## config.mk

```make
export PLATFORM = sky130hd
export DESIGN_NAME = instr_fetch_flat
export DESIGN_NICKNAME = d
export VERILOG_FILES = /design/src/rtl/instr_fetch_if.sv /design/src/rtl/instr_fetch.sv /design/src/flat_wrapper.sv
export SDC_FILE = /design/constraint.sdc
export NUM_CORES = 1
export LEC_CHECK = 0
export ABC_AREA = 1
export BUFFER_PORTS_ARGS = -buffer_cell sky130_fd_sc_hd__buf_2
export CAP_MARGIN = 20
export CORE_MARGIN = 1
export CORE_UTILIZATION = 50
export CTS_BUF_LIST = sky130_fd_sc_hd__clkbuf_8
export DETAILED_ROUTE_END_ITERATION = 8
export PLACE_DENSITY = 0.72
export SYNTH_ARGS = -nofsm -noshare
export SYNTH_HDL_FRONTEND = slang
export SYNTH_SLANG_ARGS = --single-unit
```

## constraint.sdc

```tcl
create_clock -name clk -period 2.7 [get_ports clk]
set_input_delay 0.405 -clock clk [delete_from_list [all_inputs] [get_ports clk]]
set_output_delay 0.405 -clock clk [all_outputs]
set_load 0.01 [all_outputs]
```

## src/rtl/instr_fetch_if.sv

```systemverilog
// Fetch-stage bus: program load port in, instruction/status out to the CU side.
interface instr_fetch_if #(
  parameter int INSTR_WIDTH = 20,
  parameter int PC_BITS     = 5
);
  logic                   start;
  logic                   load_en;
  logic [PC_BITS-1:0]     load_addr;
  logic [INSTR_WIDTH-1:0] load_data;
  logic [INSTR_WIDTH-1:0] instr;
  logic [PC_BITS-1:0]     pc;
  logic                   busy;
  logic                   halted;

  modport master (output start, load_en, load_addr, load_data,
                  input  instr, pc, busy, halted);
  modport slave  (input  start, load_en, load_addr, load_data,
                  output instr, pc, busy, halted);
endinterface

```

## src/rtl/instr_fetch.sv

```systemverilog
// Instruction fetch: loadable memory, PC and a hold counter that paces each
// instruction for as many cycles as the CU spends on its class.
module instr_fetch #(
  parameter int INSTR_WIDTH = 20,
  parameter int PC_BITS     = 5
) (
  input  logic          clk,
  input  logic          rst,
  instr_fetch_if.slave  bus
);
  localparam int DEPTH = 1 << PC_BITS;

  typedef enum logic [1:0] {IDLE, RUN, HALT} state_t;

  state_t                 state_q, state_d;
  logic [INSTR_WIDTH-1:0] instr_q, instr_d;
  logic [PC_BITS-1:0]     pc_q, pc_d;
  logic [2:0]             hold_q, hold_d;
  logic [INSTR_WIDTH-1:0] mem_q [DEPTH];
  logic [INSTR_WIDTH-1:0] mem_d [DEPTH];

  logic [INSTR_WIDTH-1:0] word;
  logic [1:0]             cls;
  logic [PC_BITS-1:0]     pc_nxt;

  function automatic logic [2:0] hold_len(input logic [1:0] c);
    case (c)
      2'b01:   hold_len = 3'd3;
      2'b10:   hold_len = 3'd4;
      2'b11:   hold_len = 3'd3;
      default: hold_len = 3'd0;
    endcase
  endfunction

  always_comb begin
    state_d = state_q;
    instr_d = instr_q;
    pc_d    = pc_q;
    hold_d  = hold_q;
    mem_d   = mem_q;
    word    = '0;
    cls     = 2'b00;
    pc_nxt  = pc_q + 1'b1;

    case (state_q)
      IDLE: begin
        if (bus.load_en) mem_d[bus.load_addr] = bus.load_data;
        if (bus.start) begin
          // Read after the same-cycle write so a load to address 0 is issued.
          word    = mem_d[0];
          cls     = word[INSTR_WIDTH-1:INSTR_WIDTH-2];
          instr_d = word;
          pc_d    = '0;
          // First issue holds H+1 cycles: count H down to 0 inclusive.
          hold_d  = hold_len(cls);
          state_d = (cls == 2'b00) ? HALT : RUN;
        end
      end
      RUN: begin
        if (hold_q == 3'd0) begin
          word    = mem_q[pc_nxt];
          cls     = word[INSTR_WIDTH-1:INSTR_WIDTH-2];
          instr_d = word;
          pc_d    = pc_nxt;
          if (cls == 2'b00) begin
            hold_d  = 3'd0;
            state_d = HALT;
          end else begin
            hold_d  = hold_len(cls) - 3'd1;
          end
        end else begin
          hold_d = hold_q - 3'd1;
        end
      end
      default: ;
    endcase
  end

  always_ff @(posedge clk or negedge rst) begin
    if (!rst) begin
      state_q <= IDLE;
      instr_q <= '0;
      pc_q    <= '0;
      hold_q  <= '0;
      for (int i = 0; i < DEPTH; i++) mem_q[i] <= '0;
    end else begin
      state_q <= state_d;
      instr_q <= instr_d;
      pc_q    <= pc_d;
      hold_q  <= hold_d;
      mem_q   <= mem_d;
    end
  end

  assign bus.instr  = instr_q;
  assign bus.pc     = pc_q;
  assign bus.busy   = (state_q == RUN);
  assign bus.halted = (state_q == HALT);
endmodule

```

## src/flat_wrapper.sv

```systemverilog
// flat-port wrapper written by rule: the top's interface ports become plain ports
module instr_fetch_flat 
#(
  parameter int INSTR_WIDTH = 20,
  parameter int PC_BITS     = 5
)
  (clk, rst, bus_start, bus_load_en, bus_load_addr, bus_load_data, bus_instr, bus_pc, bus_busy, bus_halted);
  instr_fetch_if #(.INSTR_WIDTH(INSTR_WIDTH), .PC_BITS(PC_BITS)) bus_i ();
  input  logic clk;
  input  logic rst;
  input wire logic [$bits(bus_i.start)-1:0] bus_start;
  input wire logic [$bits(bus_i.load_en)-1:0] bus_load_en;
  input wire logic [$bits(bus_i.load_addr)-1:0] bus_load_addr;
  input wire logic [$bits(bus_i.load_data)-1:0] bus_load_data;
  output wire logic [$bits(bus_i.instr)-1:0] bus_instr;
  output wire logic [$bits(bus_i.pc)-1:0] bus_pc;
  output wire logic [$bits(bus_i.busy)-1:0] bus_busy;
  output wire logic [$bits(bus_i.halted)-1:0] bus_halted;
  assign bus_i.start = bus_start;
  assign bus_i.load_en = bus_load_en;
  assign bus_i.load_addr = bus_load_addr;
  assign bus_i.load_data = bus_load_data;
  assign bus_instr = bus_i.instr;
  assign bus_pc = bus_i.pc;
  assign bus_busy = bus_i.busy;
  assign bus_halted = bus_i.halted;
  instr_fetch #(.INSTR_WIDTH(INSTR_WIDTH), .PC_BITS(PC_BITS)) u_core (.clk(clk), .rst(rst), .bus(bus_i));
endmodule
```

==> reports/qor.csv, run 1 <==
metric,value,unit
grt_max_degree,94,
io_pins,56,
yosysSeqAreaShare,0.552,
synth_seq_cells,670,
routabilityCongestion,0.874,
crit_path_start_kind,flop,
critPathMaxFanout,31,
r2r-start,u_core.bus.pc[0]$_DFFE_PN0P_,
holdWs,0.0574,ns
period_share,0.887,
yosysUniqueCellTypes,34,
viasPerCell,5.80,
syn2layout_area_growth,11.3,%
die_w,249,µm
syn_inst,3681,
drtIter0Drc,3041,
start_util,0.504,
fp-row-count,90,
hold_end,u_core.mem_q[605]$_DFFE_PN0P_,
ir_worst_vdd,372,µV
min_path_type,in2reg,
rsz0062_at_grt,no,
leakagePower,15.4,nW
clk_path_buf_depth,3,
io_buffer_count,55,
hold_depth,3,
clk_latency,0.72,ns
grt_pass1_vias,24401,
reg2reg_to,u_core.bus.instr[5]$_DFFE_PN0P_,
max_freq,0.418,GHz
rr_worst_depth,12,
max_cap_viol_count,0,
antenna_found_initial,6,
async_flop_share,1.00,
power_density,567,nW/µm²
cts_tree,done,
clock-skew-final,0.0224,ns
setup_viol,0,
synth_area,30400,µm²
cts_root_buf,clkbuf_8,
numCtsBuffers,107,
synth_fp_nets,3713,
cts_sinks,670,
dieArea,61800,µm²
critical_path_class,reg2reg,
synth-edff-count,0,
ys.flop_type,dfrtp_1,
tightest_slew,1.16,ns
final_nets,3678,
crit_path_end_kind,flop,
fin_ws,0.306,ns
status,finished clean,
p_total,19.2,mW
dp_hpwl,52.6,mm
first_pass_iters,6,
dr_total_vias,26139,
slew_headroom,0.228,
core-area,60200,µm²
htreeDepth,3,
yosysWarningCount,0,
rrSetupSlack,0.31,ns
hold_start,bus_load_data[5],
drcViolationCount,0,
crit_arrival,3.04,ns
nFillCells,5421,
grt_pass1_wl,141,mm
avgSynthCellArea,8.26,µm²
drv_slew,0,
die_h,249,µm
clkTransAtPathRegs,0.06,ns
track_usage,0.289,
hold_violations,0,
place_ws,0.249,ns
drive_above_1_share,0.102,
required,3.34,ns
grt_overflow_total,0,
antenna_left,0,
min_period,2.39,ns
wl_per_cell,19.7,µm
drt-total-wl,88.6,mm
final.setup.tns,0,ns
## sequential cells by signal, summed over array words and instances (netlist names)
signal	flops
u_core.bus.instr	20
u_core.bus.pc	5
u_core.hold_q	3
u_core.mem_q	640
u_core.state_q	2
## critical path, stage by stage (launching register included)
cell and delay, ns:
dfrtp_4 0.49, ha_4 0.30, inv_4 0.23, buf_6 0.32, buf_4 0.21, o21ai_0 0.08, o22ai_1 0.11, o21ai_0 0.12
o21ai_1 0.15, nand2_1 0.07, nand3b_1 0.12, nand2_1 0.06, inv_1 0.04
## logic make-up after synthesis
kind of cell,share of synthesized area
AO/OA/AOI/OAI,0.213
XOR/XNOR,0.00189
adder cells (fa/ha/maj),0.00124
buffers and inverters,0.0583
flip-flops,0.552
multiplexers,0.000329
AND/OR/NAND/NOR,0.174
## area by class of cell
cell class,count,area [µm²],share of cell area
diodes,2,5.00,0.000148
multi-input cells,2576,11900,0.352
repair buffers,187,1660,0.0492
clock buffers,135,1860,0.0550
inverters,104,400,0.0118
flip-flops and latches,670,16800,0.496
clock inverters,51,248,0.00733
well taps,782,978,0.0289
## worst max-delay path by stage
| stage | endpoint | slack [ns] | cells past startpoint | from |
|---|---|---|---|---|
| after global routing | u_core.bus.instr[2]$_DFFE_PN0P_ | 0.1 | 12 | u_core.bus.pc[0]$_DFFE_PN0P_ |
| after CTS | u_core.bus.instr[5]$_DFFE_PN0P_ | 0.22 | 12 | u_core.bus.pc[0]$_DFFE_PN0P_ |
| after global placement | u_core.bus.instr[5]$_DFFE_PN0P_ | 0.31 | 12 | u_core.bus.pc[0]$_DFFE_PN0P_ |
| final | u_core.bus.instr[5]$_DFFE_PN0P_ | 0.31 | 12 | u_core.bus.pc[0]$_DFFE_PN0P_ |
| after floorplan | u_core.bus.instr[10]$_DFFE_PN0P_ | 0.71 | 12 | u_core.bus.pc[0]$_DFFE_PN0P_ |
| after detailed placement | u_core.bus.instr[5]$_DFFE_PN0P_ | 0.25 | 12 | u_core.bus.pc[0]$_DFFE_PN0P_ |
## power breakdown
group	total, mW	switching (mW)	internal [mW]
logic	0.511	0.418	0.0933
clock network	8.59	4.03	4.55
registers	10.1	0.0135	10.1
total	19.2	4.47	14.7
## synth_stat cells, types with 4 or more instances
| cell | count | area share |
|---|---|---|
| dfrtp_1 | 670 | 0.55 |
| nand2_1 | 887 | 0.11 |
| o221ai_1 | 36 | 0.010 |
| inv_2 | 4 | 0.00049 |
| nor3_2 | 4 | 0.0013 |
| buf_2 | 40 | 0.0066 |
| nand3_2 | 7 | 0.0023 |
| nand3_1 | 52 | 0.0086 |
| buf_1 | 4 | 0.00049 |
| nor2_1 | 330 | 0.041 |
| clkbuf_1 | 267 | 0.033 |
| inv_1 | 100 | 0.012 |
| o21ai_1 | 90 | 0.015 |
| nand3b_1 | 18 | 0.0044 |
| a21oi_1 | 42 | 0.0069 |
| buf_4 | 16 | 0.0040 |
| or2_2 | 18 | 0.0037 |
| o21ai_0 | 976 | 0.16 |
| o22ai_1 | 90 | 0.019 |
| buf_6 | 4 | 0.0015 |
| nor3_1 | 7 | 0.0012 |
## layout by cell type, fill, tap and decap left out, drive strengths merged
cell type,n
nor2,333
or2,19
clkinvlp,2
buf,184
o21a,1
nor3,12
o22ai,90
clkbuf,135
a21oi,43
xnor2,1
nand4,1
diode,2
inv,144
mux2i,1
nand3,59
nand2,887
a31oi,2
ha,3
dfrtp,670
dlygate4sd3,3
o21ai,1067
o221ai,36
bufinv,1
nand3b,18
xor2,3
clkinv,8
## repair_timing
item,4_1_cts,5_1_grt
endpoints found under the hold margin,41,0
setup endpoints to repair,0,1
gates resized for setup,0,1
setup buffers,0,0
hold buffers,3,0
## stage by stage
step                      utilization  instance area (µm²)  cells
after global routing            0.561                33800   4507
after detailed placement        0.526                31700   4316
after floorplan                     -                30400   3681
after CTS                       0.561                33800   4505
final                           0.561                33800   4507
after global placement          0.526                31700   4316
## metal layers
| layer | up-vias | GRT usage | wire length [µm] |
|---|---|---|---|
| met2 | 1170 | 0.443 | 39700 |
| met3 | 145 | 0.0527 | 8070 |
| met4 | 6 | 0.0941 | 1940 |
| li1 | 12183 | - | - |
| met1 | 12635 | 0.419 | 38800 |
| met5 | - | 0 | 35 |
(Power assumes the default switching activity.)
==> inputs of run 2 (changes only) <==
Settings changed: ABC_CLOCK_PERIOD_IN_PS from default to 2700, CELL_PAD_IN_SITES_DETAIL_PLACEMENT from default to 1, CELL_PAD_IN_SITES_GLOBAL_PLACEMENT from default to 2, CORE_UTILIZATION 50 to 40, PLACE_DENSITY 0.72 to 0.88.
==> run 2 against run 1 <==
Critical path depth stayed put; sequential share of layout area shrank 1.1 points; worst hold slack got worse by 0.0032 ns; utilization is 9.9 points lower; clock power grew 11%; die area increased by 25%; via count rose by 1.3%; register-to-register slack lost 0.15 ns; combinational power up 8.0%; wire length is 16% higher.
==> reports/qor.csv, run 2 (synthesized netlist as in run 1, its figures left out) <==
metric,value,unit
power.share.sequential,0.500,
final_cell_area,34600,µm²
io_pins,56,
setup_viol,0,
crit_path_end_kind,flop,
antenna_found_initial,7,
status,finished clean,
drtIter0Drc,2190,
nFillCells,8870,
min_path_type,in2reg,
grt_max_degree,110,
max_cap_viol_count,0,
dieArea,77100,µm²
max_freq,0.394,GHz
track_usage,0.271,
syn2layout_area_growth,13.9,%
pwr-share-clk,0.472,
slew_headroom,0.532,
min_period,2.54,ns
cts_sinks,670,
layout_common_cells,"976 x o21ai_0, 887 x nand2_1, 669 x dfrtp_1, 329 x nor2_1, 148 x clkbuf_8",
leakagePower,15.7,nW
dp_hpwl,61.9,mm
final_common_cell,o21ai_0,
final.setup.tns,0,ns
cpPeakStageDelay,0.54,ns
die_h,278,µm
drcViolationCount,0,
hold_violations,0,
regMostFlops,u_core.mem_q,
final_nets,3719,
place_area,32200,µm²
drt-total-wl,103,mm
dr_total_vias,26468,
wl_per_cell,21.7,µm
drv_slew,0,
io_buffer_count,55,
clkTransAtPathRegs,0.06,ns
cts_setup_buffers,0,
antenna_left,0,
rsz0062_at_grt,no,
viasPerCell,5.58,
crit_arrival,3.21,ns
clk_latency,0.74,ns
swShare,0.238,
path_buf_inv,5,
start_util,0.406,
routabilityCongestion,0.816,
cts_root_buf,clkbuf_8,
period_share,0.941,
numCtsBuffers,118,
switchingPower,4.80,mW
rrSetupSlack,0.16,ns
clk_path_buf_depth,3,
crit_family,buffers and inverters,
fp-row-count,100,
place_ws,0.215,ns
tightest_slew,0.699,ns
crit_path_start_kind,flop,
grt_overflow_total,0,
required,3.37,ns
ir_worst_vdd,341,µV
critical_path_class,reg2reg,
comb_power_share,0.027,
p_int,15.4,mW
fin_ws,0.159,ns
crit_slowest_cell,dfrtp_4,
first_pass_iters,5,
cp_cell_sequence,"buf_4, inv_8, buf_12, buf_4, o21ai_0, o221ai_1, o21ai_1, nand2_1, nand3_1, nand3b_1, nand2_1, inv_1",
power_density,582,nW/µm²
grt_pass1_vias,27398,
core-area,74800,µm²
grt_pass1_wl,163,mm
drive_above_1_share,0.113,
cts_tree,done,
die_w,278,µm
clock-skew-final,0.0270,ns
htreeDepth,3,
critPathMaxFanout,50,
largest_reg_flops,640,
[run 2: timing repair]
action,4_1_cts,5_1_grt
hold buffers,4,0
resized for setup,0,1
endpoints found under the hold margin,31,0
setup endpoints to repair,0,1
[run 2: path summary, 6_finish.rpt]
path	startpoint	end	cells after the start
max reg2reg	u_core.bus.pc[0]$_DFFE_PN0P_	u_core.bus.instr[8]$_DFFE_PN0P_	12
max	u_core.bus.pc[0]$_DFFE_PN0P_	u_core.bus.instr[8]$_DFFE_PN0P_	12
min	bus_load_data[13]	u_core.mem_q[633]$_DFFE_PN0N_	3
min reg2reg	u_core.mem_q[222]$_DFFE_PN0P_	u_core.mem_q[222]$_DFFE_PN0P_	2
min in group asynchronous	rst	u_core.mem_q[22]$_DFFE_PN0P_	2
max in group asynchronous	rst	u_core.mem_q[611]$_DFFE_PN0P_	3
[run 2: routing by layer]
metal,up-vias,track usage,part of all wire
li1,12261,-,-
met1,13431,0.380,0.46
met2,610,0.432,0.46
met3,162,0.0444,0.052
met4,4,0.0803,0.023
met5,-,0,0.00026
[run 2: worst min-delay path, cell delays in order]
cell	delay, ns
buf_2	0.10
o21ai_0	0.10
o21ai_0	0.14
[run 2: power by group through the flow]
stage               sequential [mW]  clock, mW  combinational [mW]
global placement               10.3          0               0.555
detailed placement             10.3          0               0.558
global route                   10.1       10.2               0.617
floorplan                      10.3          0               0.146
finish                         10.1       9.52               0.552
CTS                            10.1       9.75               0.565
[run 2: stage by stage]
step	power (mW)	utilization	cells	hold slack, ns
floorplan	10.4	-	3681	0.109
global placement	10.8	0.430	4531	0.400
detailed placement	10.8	0.430	4532	0.403
CTS	20.4	0.462	4743	0.00268
global route	20.9	0.462	4744	0.0646
finish	20.2	0.463	4745	0.0542
[run 2: area by class of cell]
class	count	area (µm²)	share of cell area
diodes	2	5.00	0.000145
flip-flops and latches	670	16800	0.485
repair buffers	217	1930	0.0558
inverters	104	403	0.0116
clock buffers	148	2040	0.0589
multi-input cells	2576	11900	0.344
clock inverters	59	340	0.00983
well taps	969	1210	0.0350
==> inputs of run 3 (changes only) <==
Settings changed: ABC_AREA 1 to default, ABC_CLOCK_PERIOD_IN_PS 2700 to 2900, BUFFER_PORTS_ARGS -buffer_cell sky130_fd_sc_hd__buf_2 to -buffer_cell sky130_fd_sc_hd__clkbuf_2, CORE_UTILIZATION 40 to 49.
Clock period 2.7 ns to 2.9 ns, I/O delays scaled along.
==> run 3 against run 2 <==
Utilization rose by 10 points; synthesized area is 0.65% higher; combinational power grew to 13 times the previous value; die area is 18% lower; maximum frequency is 9.1% lower; sequential cell count unchanged; critical endpoint is now u_core.bus.instr[17]$_DFFE_PN0P_; highest routed layer unchanged.
==> reports/qor.csv, run 3 <==
metric,value,unit
io_pins,56,
yosysWarningCount,0,
ys.flop_type,dfrtp_1,
drive_above_1_share,0.579,
htreeDepth,3,
yosysUniqueCellTypes,45,
nFillCells,5679,
wl_per_cell,28.3,µm
final_cell_area,34800,µm²
cts_setup_buffers,0,
switchingPower,8.31,mW
critPathMaxFanout,30,
drv_slew,0,
syn2layout_area_growth,13.6,%
first_pass_iters,5,
track_usage,0.272,
die_w,252,µm
async_flop_share,1.00,
clock-skew-final,0.0370,ns
synth_fp_nets,1934,
cpMostUsedCell,mux4_2,
synth_seq_cells,670,
drt-total-wl,83.2,mm
grt_pass1_vias,19944,
rsz0062_at_grt,no,
cts_tree,done,
min_path_type,in2reg,
max_cap_viol_count,0,
crit_arrival,3.35,ns
place_ws,0.127,ns
r2r-start,u_core.bus.pc[0]$_DFFE_PN0P_,
power_density,792,nW/µm²
crit_path_end_kind,flop,
io_buffer_count,55,
fin_ws,0.106,ns
status,finished clean,
tightest_slew,0.841,ns
crit_path_start_kind,flop,
final_nets,2033,
slew_headroom,0.439,
p_int,19.2,mW
final.setup.tns,0,ns
reg2reg_to,u_core.bus.instr[17]$_DFFE_PN0P_,
regMostFlops,u_core.mem_q,
netlist.top_cell.by_area,dfrtp_1,
hold_start,bus_load_data[18],
die_h,252,µm
grt_overflow_total,0,
yosys.area.top_type_share,0.548,
hold_end,u_core.hold_q[2]$_DFFE_PN0P_,
final_common_cell,dfrtp_1,
setup_viol,0,
rrSetupSlack,0.11,ns
synth_area,30600,µm²
holdWs,0.206,ns
leakagePower,17.0,nW
period_share,0.964,
required,3.46,ns
synth-edff-count,0,
critical_path_class,reg2reg,
fin_cells,2935,
yosysSeqAreaShare,0.548,
pwr-share-clk,0.324,
power.share.sequential,0.418,
numCtsBuffers,110,
clk_latency,0.74,ns
core-area,61700,µm²
place_area,32300,µm²
layout_common_cells,"669 x dfrtp_1, 643 x mux2_2, 196 x mux4_2, 143 x clkbuf_8, 97 x buf_4",
cpPeakStageDelay,0.53,ns
routabilityCongestion,0.811,
cts_root_buf,clkbuf_8,
clkTransAtPathRegs,0.07,ns
hold_depth,4,
synth.most_common_cell,dfrtp_1,
dp_hpwl,51.5,mm
clk_path_buf_depth,3,
cp_cell_sequence,"ha_4, buf_12, mux4_2, mux4_2, mux2i_1, o221ai_1",
start_util,0.496,
drcViolationCount,0,
antenna_found_initial,8,
swShare,0.302,
syn_inst,1902,
ir_worst_vdd,634,µV
synthTopCellsByCount,"670 x dfrtp_1, 643 x mux2_2, 196 x mux4_2, 121 x clkbuf_1, 46 x mux2i_1",
dieArea,63400,µm²
comb_power_share,0.258,
avgSynthCellArea,16.1,µm²
grt_max_degree,121,
drtIter0Drc,1080,
yosys-top-cells-area,"dfrtp_1 55%, mux2_2 24%, mux4_2 14%",
max_freq,0.358,GHz
min_period,2.79,ns
antenna_left,0,
fp-row-count,91,
dp.cells,2725,
grt_pass1_wl,127,mm
crit_slowest_cell,mux4_2,
viasPerCell,6.04,
hold_violations,0,
cts_sinks,670,
rr_worst_depth,6,
dr_total_vias,17715,
largest_reg_flops,640,
==> run 3: cell types whose count changed in the layout (fill, tap and decap cells not counted), moves of 34 or more <==
cell      delta
o21ai_0    -971
nand2_1    -842
mux2_2     +643
nor2_1     -313
mux4_2     +196
inv_1      -111
o21ai_1     -89
o22ai_1     -88
buf_2       -54
clkbuf_2    +54
mux2i_1     +45
nand3_1     -45
a21oi_1     -34
==> run 3: power by group through the flow <==
stage	sequential [mW]	combinational, mW	clock [mW]
6_report	11.5	7.10	8.92
5_1_grt	11.6	7.59	9.48
4_1_cts	11.5	7.22	9.10
3_5_place_dp	11.6	7.18	0
3_3_place_gp	11.5	6.95	0
2_1_floorplan	11.3	4.86	0
==> run 3: area by class of cell <==
cell class | count | area (µm²) | share of cell area
inverters | 5 | 18.8 | 0.000540
repair buffers | 171 | 1380 | 0.0398
multi-input cells | 1043 | 13100 | 0.377
flip-flops and latches | 670 | 16800 | 0.482
diodes | 3 | 7.51 | 0.000216
well taps | 837 | 1050 | 0.0301
clock buffers | 143 | 1970 | 0.0566
clock inverters | 63 | 464 | 0.0134
==> run 3: layer usage <==
metal,vias up,part of all wire,global-route usage
li1,7333,-,-
met1,9715,0.41,0.355
met2,474,0.49,0.442
met3,183,0.057,0.0656
met4,10,0.037,0.106
met5,-,0.00078,0
==> run 3: logic make-up after synthesis <==
logic type | after synthesis | synth area share
AOI/OAI and AO/OA | 45 | 0.0107
xor gates and xnor gates | 4 | 0.00139
adders and majority gates | 3 | 0.00123
buffers and inverters | 189 | 0.0265
DFF | 670 | 0.548
muxes | 885 | 0.396
and+or+nand+nor | 106 | 0.0160
==> run 3: how the worst max path moves through the flow <==
| stage | startpoint | to | slack, ns |
|---|---|---|---|
| floorplan | u_core.bus.pc[0]$_DFFE_PN0P_ | u_core.bus.instr[11]$_DFFE_PN0P_ | 0.27 |
| global placement | u_core.bus.pc[0]$_DFFE_PN0P_ | u_core.bus.instr[11]$_DFFE_PN0P_ | 0.21 |
| detailed placement | u_core.bus.pc[0]$_DFFE_PN0P_ | u_core.bus.instr[16]$_DFFE_PN0P_ | 0.13 |
| CTS | u_core.bus.pc[0]$_DFFE_PN0P_ | u_core.bus.instr[16]$_DFFE_PN0P_ | 0.10 |
| global route | u_core.bus.pc[0]$_DFFE_PN0P_ | u_core.bus.instr[17]$_DFFE_PN0P_ | 0.04 |
| finish | u_core.bus.pc[0]$_DFFE_PN0P_ | u_core.bus.instr[17]$_DFFE_PN0P_ | 0.11 |
==> run 3: worst max-delay path, delay by kind of cell (launching register included) <==
| kind | cells | cell delay, ns |
|---|---|---|
| AO/OA/AOI/OAI | 1 | 0.16 |
| adder cells (fa/ha/maj) | 1 | 0.47 |
| buffers and inverters | 1 | 0.27 |
| flip-flops | 1 | 0.49 |
| multiplexers | 3 | 1.21 |
==> run 3: timing repair <==
item                                   4_1_cts  5_1_grt
gates resized for setup                      0        0
endpoints found under the hold margin       44        0
hold buffers                                 1        0
==> run 3: metrics by stage <==
stage / util / total power [mW]
2_1_floorplan: - / 16.2
3_3_place_gp: 0.524 / 18.5
3_5_place_dp: 0.524 / 18.8
4_1_cts: 0.563 / 27.8
5_1_grt: 0.563 / 28.7
6_report: 0.563 / 27.5
